==> config.mk <==
export PLATFORM = sky130hd
export DESIGN_NAME = wb_rom_arbiter
export DESIGN_NICKNAME = d
export VERILOG_FILES = /design/src/rtl/wb_arb_pkg.sv /design/src/rtl/wb_arb_rr.sv /design/src/rtl/wb_rom_arbiter.sv
export SDC_FILE = /design/constraint.sdc
export NUM_CORES = 1
export LEC_CHECK = 0
export CAP_MARGIN = 20
export CORE_AREA = 4 4 129 131
export CTS_BUF_LIST = sky130_fd_sc_hd__clkbuf_16
export DETAILED_ROUTE_END_ITERATION = 8
export DIE_AREA = 0 0 133 135
export DONT_BUFFER_PORTS = 1
export PLACE_DENSITY_LB_ADDON = 0.1
export SLEW_MARGIN = 20
export SYNTH_ARGS = -nofsm -noshare
export SYNTH_HDL_FRONTEND = slang
export SYNTH_SLANG_ARGS = --single-unit
==> constraint.sdc <==
create_clock -name clk -period 2.8 [get_ports clk]
set_clock_uncertainty 0.05 [all_clocks]
set_input_delay 0.56 -clock clk [delete_from_list [all_inputs] [get_ports clk]]
set_output_delay 0.56 -clock clk [all_outputs]
set_load 0.01 [all_outputs]
==> src/rtl/wb_arb_pkg.sv <==
// Shared types and constants for the two-master Wishbone B3 ROM arbiter.
package wb_arb_pkg;

  localparam int unsigned AW     = 32;
  localparam int unsigned DW     = 32;
  localparam int unsigned SW     = DW / 8;
  localparam int unsigned BEAT_W = 8;

  localparam logic [2:0] CTI_CLASSIC = 3'b000;
  localparam logic [2:0] CTI_INCR    = 3'b010;
  localparam logic [2:0] CTI_END     = 3'b111;

  typedef enum logic [1:0] {IDLE, OWN0, OWN1, GAP} arb_state_t;

  // Master-to-slave request payload.
  typedef struct packed {
    logic          cyc;
    logic          stb;
    logic          we;
    logic [AW-1:0] adr;
    logic [DW-1:0] dat;
    logic [SW-1:0] sel;
    logic [2:0]    cti;
    logic [1:0]    bte;
  } wb_m2s_t;

  // A beat with this cycle type closes a transfer, so ownership may move after it.
  function automatic logic cti_ends(input logic [2:0] cti);
    return (cti == CTI_CLASSIC) || (cti == CTI_END);
  endfunction

endpackage

==> src/rtl/wb_arb_rr.sv <==
// Two-way round-robin picker: on a tie the master that did not own last wins.
module wb_arb_rr (
  input  logic [1:0] req,
  input  logic       last,
  output logic       pick,
  output logic       any
);

  always_comb begin
    pick = 1'b0;
    case (req)
      2'b01:   pick = 1'b0;
      2'b10:   pick = 1'b1;
      2'b11:   pick = ~last;
      default: pick = 1'b0;
    endcase
  end

  assign any = |req;

endmodule

==> src/rtl/wb_rom_arbiter.sv <==
// Shares one Wishbone B3 slave (boot ROM) between CPU fetch (m0) and a DMA/loader (m1),
// round-robin per cycle with a beat quota that forces handover at a transfer boundary.
module wb_rom_arbiter
  import wb_arb_pkg::*;
#(
  parameter int unsigned MAX_BEATS = 16,
  parameter bit          PRIO_M0   = 1'b1
) (
  input  logic          clk,
  input  logic          rst_n,
  input  logic          m0_cyc,
  input  logic          m0_stb,
  input  logic          m0_we,
  input  logic [AW-1:0] m0_adr,
  input  logic [DW-1:0] m0_dat_m2s,
  input  logic [SW-1:0] m0_sel,
  input  logic [2:0]    m0_cti,
  input  logic [1:0]    m0_bte,
  output logic          m0_ack,
  output logic          m0_err,
  output logic          m0_rty,
  output logic [DW-1:0] m0_dat_s2m,
  input  logic          m1_cyc,
  input  logic          m1_stb,
  input  logic          m1_we,
  input  logic [AW-1:0] m1_adr,
  input  logic [DW-1:0] m1_dat_m2s,
  input  logic [SW-1:0] m1_sel,
  input  logic [2:0]    m1_cti,
  input  logic [1:0]    m1_bte,
  output logic          m1_ack,
  output logic          m1_err,
  output logic          m1_rty,
  output logic [DW-1:0] m1_dat_s2m,
  output logic          s_cyc,
  output logic          s_stb,
  output logic          s_we,
  output logic [AW-1:0] s_adr,
  output logic [DW-1:0] s_dat_m2s,
  output logic [SW-1:0] s_sel,
  output logic [2:0]    s_cti,
  output logic [1:0]    s_bte,
  input  logic          s_ack,
  input  logic          s_err,
  input  logic          s_rty,
  input  logic [DW-1:0] s_dat_s2m,
  output logic [1:0]    grant,
  output logic          busy
);

  arb_state_t        state, state_nxt;
  logic              last, last_nxt;
  logic [BEAT_W-1:0] beat_cnt, beat_nxt;
  logic              pick, any;
  logic              beat, quota;
  wb_m2s_t           m0_req, m1_req, own;

  assign m0_req = '{cyc: m0_cyc, stb: m0_stb, we: m0_we, adr: m0_adr, dat: m0_dat_m2s,
                    sel: m0_sel, cti: m0_cti, bte: m0_bte};
  assign m1_req = '{cyc: m1_cyc, stb: m1_stb, we: m1_we, adr: m1_adr, dat: m1_dat_m2s,
                    sel: m1_sel, cti: m1_cti, bte: m1_bte};

  wb_arb_rr u_rr (
    .req  ({m1_cyc, m0_cyc}),
    .last (last),
    .pick (pick),
    .any  (any)
  );

  // Request mux: only the owner reaches the slave; IDLE/GAP drive an all-zero request.
  always_comb begin
    own = '0;
    case (state)
      OWN0:    own = m0_req;
      OWN1:    own = m1_req;
      default: own = '0;
    endcase
  end

  assign s_cyc     = own.cyc;
  assign s_stb     = own.stb;
  assign s_we      = own.we;
  assign s_adr     = own.adr;
  assign s_dat_m2s = own.dat;
  assign s_sel     = own.sel;
  assign s_cti     = own.cti;
  assign s_bte     = own.bte;

  // Responses go to the owner only, and never after it has dropped cyc.
  assign m0_ack = (state == OWN0) & m0_cyc & s_ack;
  assign m0_err = (state == OWN0) & m0_cyc & s_err;
  assign m0_rty = (state == OWN0) & m0_cyc & s_rty;
  assign m1_ack = (state == OWN1) & m1_cyc & s_ack;
  assign m1_err = (state == OWN1) & m1_cyc & s_err;
  assign m1_rty = (state == OWN1) & m1_cyc & s_rty;

  assign m0_dat_s2m = s_dat_s2m;
  assign m1_dat_s2m = s_dat_s2m;

  assign grant = {state == OWN1, state == OWN0};
  assign busy  = |grant;

  assign beat  = s_cyc & s_stb & s_ack;
  assign quota = beat_cnt >= BEAT_W'(MAX_BEATS);

  always_comb begin
    state_nxt = state;
    last_nxt  = last;
    beat_nxt  = beat_cnt;
    case (state)
      IDLE, GAP: begin
        beat_nxt  = '0;
        state_nxt = any ? (pick ? OWN1 : OWN0) : IDLE;
      end
      OWN0: begin
        if (beat && !quota) beat_nxt = beat_cnt + BEAT_W'(1);
        if (!m0_cyc || (quota && m1_cyc && beat && cti_ends(m0_cti))) begin
          state_nxt = GAP;
          last_nxt  = 1'b0;
        end
      end
      OWN1: begin
        if (beat && !quota) beat_nxt = beat_cnt + BEAT_W'(1);
        if (!m1_cyc || (quota && m0_cyc && beat && cti_ends(m1_cti))) begin
          state_nxt = GAP;
          last_nxt  = 1'b1;
        end
      end
      default: state_nxt = IDLE;
    endcase
  end

  always_ff @(posedge clk or negedge rst_n) begin
    if (!rst_n) begin
      state    <= IDLE;
      last     <= PRIO_M0;
      beat_cnt <= '0;
    end else begin
      state    <= state_nxt;
      last     <= last_nxt;
      beat_cnt <= beat_nxt;
    end
  end

endmodule

==> results of run 1 <==
path summary, 6_finish.rpt:
check / start / slack, ps / cells past startpoint / to
worst max-delay path: state[1] / 290 / 6 / s_dat_m2s[0]
worst min-delay path: rst_n / 110 / 0 / last
worst max register to register: state[0] / 450 / 7 / state[0]
worst min register to register: beat_cnt[5] / 450 / 1 / beat_cnt[5]
max in group asynchronous: rst_n / 1680 / 1 / state[1]
min in group clk: beat_cnt[5] / 450 / 1 / beat_cnt[5]
worst max-delay path, stage by stage (launching register included):
cell and delay (ps):
dfrtp_1 400, inv_1 110, ha_4 370, buf_12 280
buf_4 190, a22oi_1 70, nor2_1 220
placed cells by master (no fill, tap or decap), types with 3 or more instances in the layout:
master / n
a21oi_1: 4
a22oi_1: 74
and3_1: 8
buf_4: 5
clkbuf_16: 3
dfrtp_1: 10
inv_1: 6
nand2_1: 4
nor2_1: 82
nor2b_1: 3
layout make-up:
class | count | area [um^2]
Clock buffer | 3 | 75.1
Clock inverter | 1 | 3.75
Fill cell | 1808 | 13600
Inverter | 5 | 18.8
Multi-Input combinational cell | 202 | 1250
Sequential cell | 11 | 277
Tap cell | 216 | 270
Timing Repair Buffer | 8 | 87.6
routing by layer:
metal  wire length, um  track usage (%)
met1              2920             8.44
met2              4570             15.5
met3               773             1.94
met4               212             2.94
met5                 0                0
kinds of logic (layout without fill, tap and decap cells):
| group | Yosys count | in the layout | share of synthesized area (%) |
|---|---|---|---|
| simple gates | 105 | 105 | 21.2 |
| buf+inv | 97 | 17 | 29.5 |
| compound gates | 88 | 88 | 31.7 |
| flops | 11 | 11 | 13.0 |
| fa+ha+maj | 4 | 4 | 2.35 |
| xor+xnor | 3 | 3 | 1.23 |
| mux | 2 | 2 | 0.939 |
state kept, by name, summed over array words and instances, names as in the netlist:
name / flops
beat_cnt: 8
state: 2
last: 1
power by group:
| part | total (W) | internal [W] | leakage (nW) | switching (W) |
|---|---|---|---|---|
| Combinational | 0.00190 | 0.000562 | 0.507 | 0.00134 |
| Clock | 0.000261 | 0.000188 | 0.0423 | 0.0000736 |
| Sequential | 0.000212 | 0.000189 | 0.144 | 0.0000225 |
| Total | 0.00238 | 0.000939 | 0.693 | 0.00144 |
through the flow:
stage | setup WS [ps] | instance area [um^2] | std cells
floorplan | 559 | 2130 | 310
global placement | 497 | 1890 | 441
detailed placement | 462 | 1890 | 441
CTS | 252 | 1980 | 446
global route | 131 | 1980 | 446
finish | 290 | 1980 | 446
==> metrics.txt, run 1 <==
vias 1937; Setup CP Type reg -> out; Net Count, Synth 503; worst skew pair latency 240 ps; clock buffer count from CTS 3; count leader, synth nor2_1; outcome finished clean; die area 18000 um^2; Placer Congestion 0.665; n_diodes 0; Power Dens Cells 1200 nW/um^2; first drt pass iteration count 4; main flop type after synthesis dfrtp_1; Synth async-reset ratio 100%; Slew Viols, Final 0; Mapped Cells 310; PortBufs 0; CTS tree done; Critical Path Start Type register; layout cells sized above 1 7.39%; WHS 113 ps; wire per inst 19.0 um; post-CTS setup buffer count 0; Sink Count 11; # hold bufs at CTS 1; Avg Vias per Cell 4.34; Mean Syn Cell Area 6.88 um^2; antenna-violating nets left 0; Overall Power 0.00238 W; library cells used by synthesis 33; P&R area growth vs syn -6.98%; Syn Std Cell Area 2130 um^2; CTS max path bufs 2; Final Critical Period 2510 ps; root buffer cell clkbuf_16; HPWL Detailed 7.00 mm; Nets 424; largest net degree at the start of global routing 49; H-tree depth 1; initial antenna violation count 0; Leakage 0.693 nW; initial DRC count 50; row count 46; vias in the first global route 1965; global route overflow 0; Peak Freq 398 MHz; Crit Path Max Fanout 48; Synth top area share 26.1%; Final Cycle Share 89.6%; I/O pin cnt 338; Die Y 135 um; Max IR drop VDD 0.551 mV; max cap viols 0; RSZ-0062 raised after global routing false; synth cell count leaders 82 x nor2_1, 74 x a22oi_1, 66 x buf_4, 23 x clkbuf_1, 10 x dfrtp_1; sequential-to-total area share from yosys stat 13.0%; drt total wl 8.48 mm; Synth area leader a22oi_1; CTS clock-pin slew for the worst setup and hold paths 40 ps; Relative slew margins 66.2%; final setup violation count 0; TNS Setup 0 ps; Worst Path Arrival 1900 ps; Hold Crit Class in -> async; GRT Util Overall 8.05%; Residual DRC 0; global-route wire length before repair 11.4 mm; Core Area 15600 um^2; final hold violations 0; synth warn 0; DIE WIDTH 133 um; Final Util 12.7%; CP required 2190 ps; post_cts resized 0; largest cells by area after synthesis a22oi_1 26%, buf_4 23%, nor2_1 14%, dfrtp_1 12%, clkbuf_1 4.0%; Worst-Margin Slew 506 ps; Starting Density 13.7%; number of flops mapped to enable cells by yosys 0; Worst Setup End Kind primary output; FF+latch count, synth 11
(Power assumes the default switching activity.)
==> inputs of run 2 (changes only) <==
==> constraint.sdc (replaced) <==
create_clock -name clk -period 2.8 [get_ports clk]
set_clock_uncertainty 0.05 [all_clocks]
set_input_delay 0.84 -clock clk [delete_from_list [all_inputs] [get_ports clk]]
set_output_delay 0.84 -clock clk [all_outputs]
set_load 0.01 [all_outputs]
==> metrics.txt, run 2 (synthesis results as in run 1) <==
DIE WIDTH 133 um (unchanged); Placer Congestion 0.655 (-1.5%); Core Area 15600 um^2 (unchanged); layout cells sized above 1 9.01% (+1.6 points); Nets 427 (+0.71%); Sink Count 11 (unchanged); fillers 1775 (-1.8%); GRT Util Overall 8.38% (+0.33 points); WHS 242 ps (+129 ps); final setup violation count 0 (unchanged); max cap viols 0 (unchanged); vias in the first global route 1924 (-2.1%); CTS max path bufs 2 (unchanged); RSZ-0062 raised after global routing false; final hold violations 0 (unchanged); Critical Path Start Type register; die area 18000 um^2 (unchanged); CP required 1910 ps (-280 ps); Most flops, register beat_cnt; Residual DRC 0 (unchanged); global-route wire length before repair 11.8 mm (+3.3%); Die Y 135 um (unchanged); CTS clock-pin slew for the worst setup and hold paths 50 ps (about the same); Setup CP Type reg -> out; largest registers beat_cnt: 8 flops, state: 2 flops, last: 1 flops; initial DRC count 96 (+92%); root buffer cell clkbuf_16; Peak Freq 380 MHz (-4.5%); Avg Vias per Cell 4.40 (+1.3%); wire per inst 20.2 um (+6.3%); Final Cycle Share 93.9% (+4.3 points); leading cell types in the layout, fill and taps excluded 82 x nor2_1, 74 x a22oi_1, 10 x dfrtp_1; worst skew pair latency 240 ps (about the same); Largest register FFs 8 (unchanged); TNS Setup 0 ps (unchanged); Max IR drop VDD 0.748 mV (+36%); n_diodes 0 (unchanged); clock buffer count from CTS 3 (unchanged); HPWL Detailed 6.76 mm (-3.4%); antenna-violating nets left 0 (unchanged); Power Dens Cells 1270 nW/um^2 (+6.2%); Crit Path Max Fanout 39 (-19%); I/O pin cnt 338 (unchanged); # hold bufs at CTS 0 (-1); initial antenna violation count 0 (unchanged); Worst Path Arrival 1740 ps (-160 ps); Relative slew margins 69.4% (+3.2 points); Overall Power 0.00258 W (+8.6%); most common library cell in the layout ignoring fill and taps nor2_1; drt total wl 9.08 mm (+7.0%); Hold Crit Class in -> async; P&R area growth vs syn -4.87%; Starting Density 13.7% (unchanged); Final Critical Period 2630 ps (+119 ps); Worst-Margin Slew 460 ps (-46.1 ps); H-tree depth 1 (unchanged); Leakage 0.720 nW (+3.9%); Worst Setup End Kind primary output; outcome finished clean; global route overflow 0 (unchanged); vias 1975 (+2.0%); Slew Viols, Final 0 (unchanged); PortBufs 0 (unchanged); largest net degree at the start of global routing 65 (+33%); CTS tree done; row count 46 (unchanged); post_cts resized 0 (unchanged); first drt pass iteration count 4 (unchanged)
-- run 2: cell count changes in the layout (fill, tap and decap cells not counted), sizes merged --
| cell | change |
|---|---|
| buf | +4 |
| dlygate4sd3 | -1 |
-- run 2: metal layers --
layer	up-vias	wire length, um	track usage (%)
met2	181	4980	16.2
met3	19	726	1.45
met5	-	0	0
met1	908	3140	9.09
met4	0	228	3.06
li1	867	-	-
-- run 2: critical path: stages (launching register included) --
cell     delay, ps
dfrtp_1        400
inv_1          130
ha_4           170
buf_4          380
a22oi_1        160
nor2_1         240
-- run 2: power by group --
part	switching, W	total, W	internal, W	leakage (nW)
sequential	0.0000232	0.000212	0.000189	0.144
clock	0.0000783	0.000267	0.000188	0.0423
combinational	0.00146	0.00210	0.000641	0.534
total	0.00156	0.00258	0.00102	0.720
-- run 2: path summary, 6_finish.rpt --
path / startpoint / to / slack (ps) / cells past startpoint
setup / recovery: state[0] / s_dat_m2s[16] / 170 / 5
min in group clk: beat_cnt[5] / beat_cnt[5] / 450 / 1
hold / removal: rst_n / state[0] / 240 / 0
hold reg to reg: beat_cnt[5] / beat_cnt[5] / 450 / 1
max in group asynchronous: rst_n / last / 2290 / 0
setup reg to reg: state[0] / state[0] / 260 / 8
-- run 2: area by class of cell --
| type | instances | area (um^2) | area share, % |
|---|---|---|---|
| Multi-Input combinational cell | 202 | 1250 | 61.7 |
| Clock inverter | 1 | 3.75 | 0.185 |
| Timing Repair Buffer | 11 | 133 | 6.54 |
| Clock buffer | 3 | 75.1 | 3.70 |
| Sequential cell | 11 | 277 | 13.6 |
| Inverter | 5 | 18.8 | 0.925 |
| Tap cell | 216 | 270 | 13.3 |
-- run 2: repair_timing --
item	in CTS	in global routing
endpoints found under the setup margin	7	35
pin swaps	1	1
setup buffers	1	1
-- run 2: through the flow --
| step | cells | worst slack, ps | util (%) | cell area [um^2] |
|---|---|---|---|---|
| floorplan | 310 | 279 | - | 2130 |
| global placement | 443 | 260 | 12.2 | 1910 |
| detailed placement | 443 | 191 | 12.2 | 1910 |
| CTS | 448 | 71.3 | 12.9 | 2010 |
| global route | 449 | 18.0 | 13.0 | 2030 |
| finish | 449 | 171 | 13.0 | 2030 |
